--- src/rtl/writeback_arbiter_pkg.sv ---
`default_nettype none
// +------------------------------------------------------------------------+
// | Module   : writeback_arbiter_pkg                                       |
// | Brief    : Shared widths and types for the register-file write-back.   |
// | Revision : 1.0                                                          |
// +------------------------------------------------------------------------+
package writeback_arbiter_pkg;

    localparam int OPERAND_WIDTH             = 32;
    localparam int REGISTER_SIZE             = 32;
    localparam int REGISTER_DESCRIPTOR_WIDTH = $clog2(REGISTER_SIZE);
    localparam int NUM_WB_UNITS              = 4;

    typedef logic [OPERAND_WIDTH-1:0]             operand_t;
    typedef logic [REGISTER_DESCRIPTOR_WIDTH-1:0] reg_desc_t;

    // Index following idx in a ring of n slots.
    function automatic int wrap_inc(input int idx, input int n);
        return (idx + 1 >= n) ? 0 : idx + 1;
    endfunction

endpackage
`default_nettype wire

--- src/rtl/writeback_arbiter_if.sv ---
`default_nettype none
// +------------------------------------------------------------------------+
// | Module   : writeback_arbiter_if                                        |
// | Brief    : Unit request bundle and register-file write-back port.      |
// | Revision : 1.0                                                          |
// +------------------------------------------------------------------------+
interface writeback_arbiter_if #(
    parameter int NUM_UNITS = writeback_arbiter_pkg::NUM_WB_UNITS
);
    import writeback_arbiter_pkg::*;

    logic [NUM_UNITS-1:0]                                req_valid_input;
    logic [NUM_UNITS-1:0]                                req_ready_output;
    logic [NUM_UNITS-1:0][REGISTER_DESCRIPTOR_WIDTH-1:0] req_register_input;
    logic [NUM_UNITS-1:0][OPERAND_WIDTH-1:0]             req_result_input;
    logic                                                write_back_output;
    reg_desc_t                                           write_back_register_output;
    operand_t                                            result_output;
    logic [NUM_UNITS-1:0]                                grant_output;
    logic                                                busy_output;

    modport slave (
        input  req_valid_input, req_register_input, req_result_input,
        output req_ready_output, write_back_output, write_back_register_output,
        output result_output, grant_output, busy_output
    );

    modport master (
        output req_valid_input, req_register_input, req_result_input,
        input  req_ready_output, write_back_output, write_back_register_output,
        input  result_output, grant_output, busy_output
    );

endinterface
`default_nettype wire

--- src/rtl/writeback_arbiter_round_robin_arbiter.sv ---
`default_nettype none
// +------------------------------------------------------------------------+
// | Module   : round_robin_arbiter                                         |
// | Brief    : Stateless one-hot pick of the first request at/after ptr.   |
// | Revision : 1.0                                                          |
// +------------------------------------------------------------------------+
module round_robin_arbiter #(
    parameter int NUM_REQ   = 4,
    parameter int PTR_WIDTH = $clog2(NUM_REQ)
) (
    input  wire logic [NUM_REQ-1:0]   i_req,
    input  wire logic [PTR_WIDTH-1:0] i_ptr,
    output logic      [NUM_REQ-1:0]   o_grant
);

    // Walk priority offsets from the pointer; the first requester seen wins.
    always_comb begin
        int w_pos;
        logic w_found;
        o_grant = '0;
        w_found = 1'b0;
        w_pos   = 0;
        for (int off = 0; off < NUM_REQ; off++) begin
            w_pos = int'(i_ptr) + off;
            if (w_pos >= NUM_REQ) begin
                w_pos = w_pos - NUM_REQ;
            end
            for (int j = 0; j < NUM_REQ; j++) begin
                if (!w_found && i_req[j] && (j == w_pos)) begin
                    o_grant[j] = 1'b1;
                    w_found    = 1'b1;
                end
            end
        end
    end

endmodule
`default_nettype wire

--- src/rtl/writeback_arbiter.sv ---
`default_nettype none
// +------------------------------------------------------------------------+
// | Module   : writeback_arbiter                                           |
// | Brief    : Per-unit result buffers sharing one registered write port.  |
// | Revision : 1.0                                                          |
// +------------------------------------------------------------------------+
module writeback_arbiter
    import writeback_arbiter_pkg::*;
#(
    parameter int NUM_UNITS = NUM_WB_UNITS
) (
    input  wire logic              clk,
    input  wire logic              rst,
    writeback_arbiter_if.slave     bus
);

    localparam int c_PTR_WIDTH = $clog2(NUM_UNITS);

    logic [NUM_UNITS-1:0]   r_full;
    reg_desc_t              r_reg  [NUM_UNITS];
    operand_t               r_data [NUM_UNITS];
    logic [c_PTR_WIDTH-1:0] r_ptr;

    logic                   r_wb;
    reg_desc_t              r_wb_reg;
    operand_t               r_wb_data;
    logic [NUM_UNITS-1:0]   r_grant;

    logic [NUM_UNITS-1:0]   w_sel;
    logic [NUM_UNITS-1:0]   w_ready;
    logic [NUM_UNITS-1:0]   w_accept;
    reg_desc_t              w_mux_reg;
    operand_t               w_mux_data;
    logic [c_PTR_WIDTH-1:0] w_ptr_next;

    round_robin_arbiter #(
        .NUM_REQ   (NUM_UNITS),
        .PTR_WIDTH (c_PTR_WIDTH)
    ) u_rr (
        .i_req   (r_full),
        .i_ptr   (r_ptr),
        .o_grant (w_sel)
    );

    // A buffer being drained this cycle can be refilled at the same edge.
    assign w_ready  = ~r_full | w_sel;
    assign w_accept = bus.req_valid_input & w_ready;

    always_ff @(posedge clk) begin
        for (int i = 0; i < NUM_UNITS; i++) begin
            if (!rst) begin
                r_full[i] <= 1'b0;
            end else if (w_accept[i]) begin
                r_full[i] <= 1'b1;
                r_reg[i]  <= bus.req_register_input[i];
                r_data[i] <= bus.req_result_input[i];
            end else if (w_sel[i]) begin
                r_full[i] <= 1'b0;
            end
        end
    end

    always_comb begin
        w_mux_reg  = '0;
        w_mux_data = '0;
        w_ptr_next = r_ptr;
        for (int i = 0; i < NUM_UNITS; i++) begin
            if (w_sel[i]) begin
                w_mux_reg  = r_reg[i];
                w_mux_data = r_data[i];
                w_ptr_next = c_PTR_WIDTH'(wrap_inc(i, NUM_UNITS));
            end
        end
    end

    // Register/result hold their last value on idle cycles.
    always_ff @(posedge clk) begin
        if (!rst) begin
            r_ptr     <= '0;
            r_wb      <= 1'b0;
            r_wb_reg  <= '0;
            r_wb_data <= '0;
            r_grant   <= '0;
        end else begin
            r_ptr   <= w_ptr_next;
            r_wb    <= |w_sel;
            r_grant <= w_sel;
            if (|w_sel) begin
                r_wb_reg  <= w_mux_reg;
                r_wb_data <= w_mux_data;
            end
        end
    end

    assign bus.req_ready_output           = w_ready;
    assign bus.write_back_output          = r_wb;
    assign bus.write_back_register_output = r_wb_reg;
    assign bus.result_output              = r_wb_data;
    assign bus.grant_output               = r_grant;
    assign bus.busy_output                = (|r_full) | r_wb;

endmodule
`default_nettype wire

--- src/flat_wrapper.sv ---
// flat-port wrapper written by rule: the top's interface ports become plain ports
module writeback_arbiter_flat import writeback_arbiter_pkg::*;
#(
    parameter int NUM_UNITS = NUM_WB_UNITS
)
  (clk, rst, bus_req_valid_input, bus_req_register_input, bus_req_result_input, bus_req_ready_output, bus_write_back_output, bus_write_back_register_output, bus_result_output, bus_grant_output, bus_busy_output);
  writeback_arbiter_if #(.NUM_UNITS(NUM_UNITS)) bus_i ();
  input  wire logic clk;
  input  wire logic rst;
  input wire logic [$bits(bus_i.req_valid_input)-1:0] bus_req_valid_input;
  input wire logic [$bits(bus_i.req_register_input)-1:0] bus_req_register_input;
  input wire logic [$bits(bus_i.req_result_input)-1:0] bus_req_result_input;
  output wire logic [$bits(bus_i.req_ready_output)-1:0] bus_req_ready_output;
  output wire logic [$bits(bus_i.write_back_output)-1:0] bus_write_back_output;
  output wire logic [$bits(bus_i.write_back_register_output)-1:0] bus_write_back_register_output;
  output wire logic [$bits(bus_i.result_output)-1:0] bus_result_output;
  output wire logic [$bits(bus_i.grant_output)-1:0] bus_grant_output;
  output wire logic [$bits(bus_i.busy_output)-1:0] bus_busy_output;
  assign bus_i.req_valid_input = bus_req_valid_input;
  assign bus_i.req_register_input = bus_req_register_input;
  assign bus_i.req_result_input = bus_req_result_input;
  assign bus_req_ready_output = bus_i.req_ready_output;
  assign bus_write_back_output = bus_i.write_back_output;
  assign bus_write_back_register_output = bus_i.write_back_register_output;
  assign bus_result_output = bus_i.result_output;
  assign bus_grant_output = bus_i.grant_output;
  assign bus_busy_output = bus_i.busy_output;
  writeback_arbiter #(.NUM_UNITS(NUM_UNITS)) u_core (.clk(clk), .rst(rst), .bus(bus_i));
endmodule
--- config.mk ---
export PLATFORM = sky130hd
export DESIGN_NAME = writeback_arbiter_flat
export DESIGN_NICKNAME = d
export VERILOG_FILES = /design/src/rtl/writeback_arbiter_pkg.sv /design/src/rtl/writeback_arbiter_if.sv /design/src/rtl/writeback_arbiter_round_robin_arbiter.sv /design/src/rtl/writeback_arbiter.sv /design/src/flat_wrapper.sv
export SDC_FILE = /design/constraint.sdc
export NUM_CORES = 1
export LEC_CHECK = 0
export CORE_MARGIN = 5
export CORE_UTILIZATION = 41
export DETAILED_ROUTE_END_ITERATION = 10
export MAX_ROUTING_LAYER = met4
export PLACE_DENSITY = 0.68
export SYNTH_ARGS = -nofsm -noshare
export SYNTH_HDL_FRONTEND = slang
export SYNTH_SLANG_ARGS = --single-unit
--- constraint.sdc ---
create_clock -name clk -period 3 [get_ports clk]
set_input_delay 0.6 -clock clk [delete_from_list [all_inputs] [get_ports clk]]
set_output_delay 0.6 -clock clk [all_outputs]
set_load 0.05 [all_outputs]
==> flow_summary.yaml, run 1 <==
clock_tree:
  h-tree-depth: 4
  ctsResizeCount: 0
  holdBufCountCts: 0
  clockBufferDepth: 2
  cts_root_buf: "clkbuf_16"
  tritoncts: "yes"
  clk_latency_ns: 0.42
  path_clk_slew_ns: 0.07
  clock_sinks: 196
  cts_setup_buffers: 0
  cts_buffers: 17
floorplan:
  die_area_um2: 20900
  num_rows: 49
  core_area_um2: 17900
  initial_core_util_pct: 41.6
  dieWidth_um: 145
  ios: 201
  die-height_um: 145
setup_path:
  crit_chain: "nor4_1, nand2b_1, clkdlybuf4s50_1"
  arrival_ns: 2.14
  path_max_fanout: 9
  critPathSlowestCell: "clkdlybuf4s50_1"
  critPathKind: "register to output port"
  end_kind: "output port"
  cp_num_buf_inv: 1
  cp_slowest_stage_delay_ns: 0.71
  start_kind: "register"
  crit_family: "buffers and inverters"
  crit_required_ns: 2.40
placement:
  placed_area_um2: 9780
  dp.cells: 909
  gp_congestion: 0.814
  numPortBuffers: 200
  dpl.hpwl_mm: 12.7
grt:
  gr-total-overflow: 0
  met3_usage_pct: 4.07
  use_met2_pct: 31.7
  antenna_found_initial: 0
  grt_max_degree: 41
  grt_usage_pct: 18.4
  gr-max-usage-layer: "met2"
  first_global_vias: 5130
  grt_first_pass_wirelength_mm: 27.7
  use_met1_pct: 20.9
cells_and_area:
  n_antenna_cell: 0
  largest_reg_flops: 128
  postLayoutCoreUtil_pct: 58.1
  final_cells: 941
  syn_to_final_growth_pct: 39.7
  final_area_um2: 10400
  final_layout_size_suffix_gt1_share_pct: 13.5
  layout.nets: 853
yosys:
  synth-main-ff-cell: "edfxtp_1"
  synth_fp_nets: 653
  syn-mean-instance-area_um2: 14.9
  ys_top_cells_by_count: "edfxtp_1, and2_1, dfxtp_1"
  yosysTopAreaCellShare_pct: 59.7
  synth-seq-area-share_pct: 72.6
  synth_most_common_cell: "edfxtp_1"
  synth_edf_count: 148
  ys_ff_latch: 196
  synth_area_leaders: "edfxtp_1, dfxtp_1, a2111oi_2"
  yosysTopAreaCell: "edfxtp_1"
  async_flop_share_pct: 0
  ys.warnings.count: 0
  synthCells: 499
  syn_area_um2: 7440
  yosysUniqueCellTypes: 29
power_and_ir_drop:
  ir_worst_vdd_mv: 0.440
  powerDensity_nw_per_um2: 661
  leakage_nw: 3.57
job:
  maxCapViolCount: 0
drt:
  vias_per_cell: 5.04
  antenna_left: 0
  wl_per_cell_um: 19.6
  drc: 0
  dr.first_iter.drc_count: 262
  wirelength_mm: 18.4
  vias: 4743
  firstDrtPassIters: 5
timing:
  setup_viol: 0
  finalClockSkew_ns: 0.0118
  holdWs_ns: 0.452
  final_max_slew_viol_count: 0
  period_needed_ns: 2.74
  period_share_pct: 91.4
  finalHoldViolations: 0
  rsz0062_at_grt: "false"
  finalSetupTns_ns: 0
  relSlewSlack_pct: 51.6
  tightest_slew_ns: 0.725
  max_freq_ghz: 0.365
min_path:
  min_path_type: "register to register"
run_status:
  outcome: "completed"
[where the power goes]
| group | switching (mW) | internal (mW) |
|---|---|---|
| sequential | 0.0963 | 3.12 |
| combinational | 0.735 | 0.571 |
| clock | 1.00 | 1.36 |
| total | 1.83 | 5.04 |
[per-stage QoR]
stage               setup slack [ns]  power [mW]
global route                   0.112        7.14
floorplan                     0.0638        4.02
detailed placement             0.497        4.60
CTS                            0.218        6.96
finish                         0.258        6.88
global placement               0.611        4.56
[worst reg2reg max path: cells and delay by family (launching register included)]
family,cells,cell delay (ns)
DFF,1,0.54
AOI/OAI and AO/OA,4,1.36
buffers and inverters,2,0.41
[logic make-up after synthesis]
family	Yosys count	share of synthesized area (%)
AOI/OAI and AO/OA	89	12.8
buffers and inverters	39	2.61
DFF	196	72.6
and+or+nand+nor	175	12.0
[final timing paths]
| kind | startpoint | end | slack, ns | cells after the start |
|---|---|---|---|---|
| worst max-delay path | u_core.r_full[3]$_SDFFE_PN0P_ | bus_busy_output | 0.26 | 3 |
| worst min register to register | u_core.bus.result_output[20]$_SDFFE_PN0P_ | u_core.bus.result_output[20]$_SDFFE_PN0P_ | 0.45 | 2 |
| worst min-delay path | u_core.bus.result_output[20]$_SDFFE_PN0P_ | u_core.bus.result_output[20]$_SDFFE_PN0P_ | 0.45 | 2 |
| worst max register to register | u_core.r_ptr[1]$_SDFFE_PP0P_ | u_core.bus.result_output[9]$_SDFFE_PN0P_ | 0.61 | 6 |
[cell usage in the layout (no fill, tap or decap), types with 3 or more instances in the layout]
cell type | Yosys | routed
a21boi_0 | 3 | 3
a2111oi_2 | 35 | 35
nand2_1 | 39 | 39
inv_6 | 0 | 4
buf_4 | 0 | 11
edfxtp_1 | 148 | 148
buf_12 | 0 | 7
nor2_1 | 41 | 41
nor3_1 | 3 | 3
o31ai_1 | 37 | 37
inv_1 | 5 | 5
clkbuf_16 | 0 | 17
nor2b_1 | 3 | 3
nand2b_1 | 5 | 4
clkdlybuf4s50_1 | 0 | 196
bufinv_16 | 0 | 3
a21oi_1 | 3 | 3
and2_1 | 79 | 78
and3_2 | 0 | 4
dfxtp_1 | 48 | 48
[layout make-up]
cell class                      instances  area [um^2]
Tap cell                              229          287
Multi-Input combinational cell        264         1880
Inverter                                6         22.5
Clock inverter                         12          169
Fill cell                            1399         7500
Timing Repair Buffer                  214         2180
Sequential cell                       196         5410
Clock buffer                           20          447
[routing by layer]
metal	vias to the layer above	wire length, um
met5	-	0
met4	0	332
met3	29	1140
met2	179	9700
met1	2286	7250
li1	2249	-
No activity file was read; power rests on OpenSTA's default activity.
==> run 2, diff against run 1 <==
- clock period: 3 -> 2.75 ns (I/O delays scaled with it)
==> flow_summary.yaml, run 2 (synthesis results as in run 1) <==
setup_path:
  r2r_end: "u_core.r_data[0][11]$_DFFE_PP_"
  ff2ff_setup_slack_ns: 0.52
  cp_slowest_stage_delay_ns: 0.53
  reg2reg_depth: 5
  arrival_ns: 2.02
  path_max_fanout: 20
  end_kind: "output port"
  crit_chain: "o21ai_0, a32o_2, nand2b_1, buf_12"
  start_kind: "register"
  crit_required_ns: 2.20
  critPathKind: "register to output port"
  r2r_start: "u_core.r_full[3]$_SDFFE_PN0P_"
  crit_start: "u_core.r_full[3]$_SDFFE_PN0P_"
  critPathSlowestCell: "dfxtp_1"
  endpoint: "bus_req_ready_output[0]"
floorplan:
  die_area_um2: 20900
  die-height_um: 145
  initial_core_util_pct: 41.6
  num_rows: 49
  ios: 201
  dieWidth_um: 145
  core_area_um2: 17900
grt:
  grt_usage_pct: 17.7
  gr-max-usage-layer: "met2"
  met3_usage_pct: 3.94
  use_met2_pct: 30.1
  gr-total-overflow: 0
  grt_first_pass_wirelength_mm: 26.8
  first_global_vias: 5043
  use_met1_pct: 21.1
  antenna_found_initial: 0
  grt_max_degree: 42
min_path:
  min_path_type: "register to register"
cells_and_area:
  largest_reg_flops: 128
  layout.nets: 851
  final_layout_size_suffix_gt1_share_pct: 13.5
  syn_to_final_growth_pct: 40.0
  layout_common_cells: "clkdlybuf4s50_1, edfxtp_1, and2_1"
  n_antenna_cell: 0
  final_common_cell: "clkdlybuf4s50_1"
  final_cells: 939
clock_tree:
  ctsResizeCount: 0
  holdBufCountCts: 0
  h-tree-depth: 4
  cts_setup_buffers: 0
  clockBufferDepth: 2
  cts_buffers: 17
  tritoncts: "yes"
  clk_latency_ns: 0.42
  clock_sinks: 196
  cts_root_buf: "clkbuf_16"
  path_clk_slew_ns: 0.07
run_status:
  outcome: "completed"
drt:
  antenna_left: 0
  vias_per_cell: 4.99
  vias: 4687
  firstDrtPassIters: 4
  wirelength_mm: 17.7
  drc: 0
  wl_per_cell_um: 18.9
  dr.first_iter.drc_count: 267
power_and_ir_drop:
  power_mw: 7.41
  ir_worst_vdd_mv: 0.565
  powerDensity_nw_per_um2: 711
  leakage_nw: 3.57
placement:
  gp_congestion: 0.789
  dpl.hpwl_mm: 12.3
  numPortBuffers: 200
  dp.cells: 907
timing:
  final_max_slew_viol_count: 0
  period_share_pct: 93.5
  setup_viol: 0
  tightest_slew_ns: 0.554
  rsz0062_at_grt: "false"
  holdWs_ns: 0.450
  relSlewSlack_pct: 62.1
  finalSetupTns_ns: 0
  finalHoldViolations: 0
  period_needed_ns: 2.57
  finalClockSkew_ns: 0.0107
  max_freq_ghz: 0.389
job:
  maxCapViolCount: 0
## run 2: changes by cell type in the layout (fill, tap and decap cells not counted), sizes merged
cell | previous run | this run
clkbuf | 20 | 21
inv | 11 | 7
bufinv | 3 | 2
clkinv | 2 | 6
buf | 18 | 16
## run 2: final cells by class
| cell class | instances | area [um^2] |
|---|---|---|
| multi-input cells | 264 | 1900 |
| inverters | 6 | 22.5 |
| clock buffers | 21 | 480 |
| flip-flops and latches | 196 | 5410 |
| clock inverters | 11 | 124 |
| fillers | 1386 | 7480 |
| well taps | 229 | 287 |
| repair buffers | 212 | 2210 |
## run 2: power breakdown
| part | switching [mW] | internal [mW] |
|---|---|---|
| logic | 0.792 | 0.632 |
| clock network | 1.04 | 1.44 |
| registers | 0.106 | 3.40 |
## run 2: how the worst min path moves through the flow
| stage | depth (start not counted) | to | startpoint |
|---|---|---|---|
| detailed placement | 2 | u_core.bus.result_output[9]$_SDFFE_PN0P_ | u_core.bus.result_output[9]$_SDFFE_PN0P_ |
| global route | 2 | u_core.bus.result_output[9]$_SDFFE_PN0P_ | u_core.bus.result_output[9]$_SDFFE_PN0P_ |
| finish | 2 | u_core.bus.result_output[9]$_SDFFE_PN0P_ | u_core.bus.result_output[9]$_SDFFE_PN0P_ |
| floorplan | 2 | u_core.bus.result_output[23]$_SDFFE_PN0P_ | u_core.r_data[3][23]$_DFFE_PP_ |
| CTS | 2 | u_core.bus.result_output[9]$_SDFFE_PN0P_ | u_core.bus.result_output[9]$_SDFFE_PN0P_ |
| global placement | 2 | u_core.bus.result_output[14]$_SDFFE_PN0P_ | u_core.bus.result_output[14]$_SDFFE_PN0P_ |
## run 2: per-layer routing
| layer | routed length (um) | share of wire [%] | up-vias |
|---|---|---|---|
| met2 | 9150 | 52 | 180 |
| met4 | 300 | 1.7 | 0 |
| li1 | - | - | 2251 |
| met5 | 0 | 0 | - |
| met1 | 7150 | 40 | 2238 |
| met3 | 1110 | 6.3 | 18 |
## run 2: critical path, delay by kind of cell, from the launching register on
family                 cells  cell delay (ns)
AO/OA/AOI/OAI              2             0.63
flip-flops                 1             0.53
AND/OR/NAND/NOR            1             0.26
buffers and inverters      1             0.18
## run 2: through the flow
| step | worst slack [ns] | utilization, % | area (um^2) |
|---|---|---|---|
| 2_1_floorplan | 0.195 | - | 7450 |
| 4_1_cts | 0.0220 | 58.1 | 10400 |
| 3_3_place_gp | 0.471 | 54.8 | 9800 |
| 3_5_place_dp | 0.397 | 54.8 | 9800 |
| 5_1_grt | 0.0522 | 58.2 | 10400 |
| 6_report | 0.178 | 58.2 | 10400 |
==> run 3, diff against run 2 <==
- SKIP_LAST_GASP: unset -> 1
==> flow_summary.yaml, run 3 (synthesis results as in run 1) <==
power_and_ir_drop:
  ir_worst_vdd_mv: 0.565
  p_sw_mw: 1.94
  p_int_mw: 5.47
  powerDensity_nw_per_um2: 711
  comb_power_share_pct: 19.2
  power_mw: 7.41
  swShare_pct: 26.2
  leakage_nw: 3.57
  power.share.clock_pct: 33.4
  power_frac_seq_pct: 47.3
placement:
  dpl.hpwl_mm: 12.3
  numPortBuffers: 200
  post-place-ws_ns: 0.397
  gp_congestion: 0.789
  dp.cells: 907
setup_path:
  critPathSlowestCell: "clkdlybuf4s50_1"
  cp_num_buf_inv: 1
  crit_required_ns: 2.20
  cp_slowest_stage_delay_ns: 0.72
  r2r_end: "u_core.bus.write_back_register_output[2]$_SDFFE_PN0P_"
  ff2ff_setup_slack_ns: 0.54
  crit_family: "buffers and inverters"
  start_kind: "register"
  arrival_ns: 2.15
  r2r_start: "u_core.r_ptr[1]$_SDFFE_PP0P_"
  path_max_fanout: 9
  reg2reg_depth: 6
  path_depth: 3
  critPathKind: "register to output port"
  crit_chain: "nor4_1, nand2b_1, clkdlybuf4s50_1"
  end_kind: "output port"
clock_tree:
  ctsResizeCount: 0
  cts_buffers: 17
  tritoncts: "yes"
  cts_root_buf: "clkbuf_16"
  clk_latency_ns: 0.42
  clock_sinks: 196
  holdBufCountCts: 0
  h-tree-depth: 4
  path_clk_slew_ns: 0.07
  cts_setup_buffers: 0
  clockBufferDepth: 2
run_status:
  outcome: "completed"
cells_and_area:
  syn_to_final_growth_pct: 40.0
  final_common_cell: "clkdlybuf4s50_1"
  layout.nets: 851
  layout_common_cells: "clkdlybuf4s50_1, edfxtp_1, and2_1"
  largest_reg_flops: 128
  final_cells: 939
  n_antenna_cell: 0
  final_layout_size_suffix_gt1_share_pct: 13.4
drt:
  wirelength_mm: 17.7
  firstDrtPassIters: 4
  wl_per_cell_um: 18.9
  drc: 0
  vias: 4686
  antenna_left: 0
  vias_per_cell: 4.99
  dr.first_iter.drc_count: 244
timing:
  period_needed_ns: 2.70
  finalSetupTns_ns: 0
  tightest_slew_ns: 0.553
  setup_viol: 0
  rsz0062_at_grt: "true"
  max_freq_ghz: 0.371
  finalHoldViolations: 0
  relSlewSlack_pct: 62.2
  period_share_pct: 98.1
  final_max_slew_viol_count: 0
  finalClockSkew_ns: 0.0107
  finalWorstSetupSlack_ns: 0.0520
min_path:
  min_delay_worst_endpoint: "u_core.bus.result_output[9]$_SDFFE_PN0P_"
  hold_path.startpoint: "u_core.bus.result_output[9]$_SDFFE_PN0P_"
  hold_depth: 2
  min_path_type: "register to register"
grt:
  grt_first_pass_wirelength_mm: 26.8
  first_global_vias: 5043
  grt_max_degree: 42
  gr-total-overflow: 0
  grt_usage_pct: 17.7
  antenna_found_initial: 0
floorplan:
  ios: 201
  num_rows: 49
  initial_core_util_pct: 41.6
  core_area_um2: 17900
  dieWidth_um: 145
  die-height_um: 145
  die_area_um2: 20900
job:
  maxCapViolCount: 0
## run 3: metal layers
| metal | vias up | wire (um) | global-route usage [%] |
|---|---|---|---|
| li1 | 2255 | - | - |
| met1 | 2223 | 7230 | 21.1 |
| met3 | 20 | 1060 | 3.94 |
| met5 | - | 0 | - |
| met2 | 188 | 9100 | 30.1 |
| met4 | 0 | 320 | 5.60 |
## run 3: worst max-delay path by stage
stage	from	end	slack, ns
after floorplan	u_core.r_ptr[0]$_SDFFE_PP0P_	u_core.r_data[2][0]$_DFFE_PP_	0.19
after global placement	u_core.r_ptr[1]$_SDFFE_PP0P_	u_core.r_data[1][1]$_DFFE_PP_	0.47
after detailed placement	u_core.r_full[3]$_SDFFE_PN0P_	u_core.r_data[1][1]$_DFFE_PP_	0.40
after CTS	u_core.r_full[3]$_SDFFE_PN0P_	bus_busy_output	0.02
after global routing	u_core.r_full[3]$_SDFFE_PN0P_	bus_busy_output	-0.06
final	u_core.r_full[3]$_SDFFE_PN0P_	bus_busy_output	0.05
## run 3: worst reg2reg max path: stages, from the launching register on
cell       delay (ns)
dfxtp_1          0.52
inv_2            0.10
a21oi_1          0.31
o221a_2          0.58
buf_4            0.29
a2111oi_2        0.07
o31ai_1          0.25
## run 3: final cells by class
cell class,count,area (um^2)
fillers,1387,7480
flip-flops and latches,196,5410
repair buffers,212,2210
multi-input cells,264,1890
clock buffers,21,480
well taps,229,287
clock inverters,11,124
inverters,6,22.5
## run 3: stage by stage
step | instance area, um^2 | hold WS (ns) | utilization (%)
2_1_floorplan | 7450 | 0.526 | -
5_1_grt | 10400 | 0.479 | 58.2
3_5_place_dp | 9800 | 0.439 | 54.8
4_1_cts | 10400 | 0.454 | 58.1
6_report | 10400 | 0.450 | 58.2
3_3_place_gp | 9800 | 0.435 | 54.8
## run 3: power by group through the flow
stage / clock network [mW] / logic [mW] / registers (mW)
after floorplan: 0 / 0.545 / 3.84
after global placement: 0 / 1.41 / 3.56
after detailed placement: 0 / 1.44 / 3.57
after CTS: 2.55 / 1.44 / 3.51
after global routing: 2.66 / 1.52 / 3.53
final: 2.48 / 1.42 / 3.51
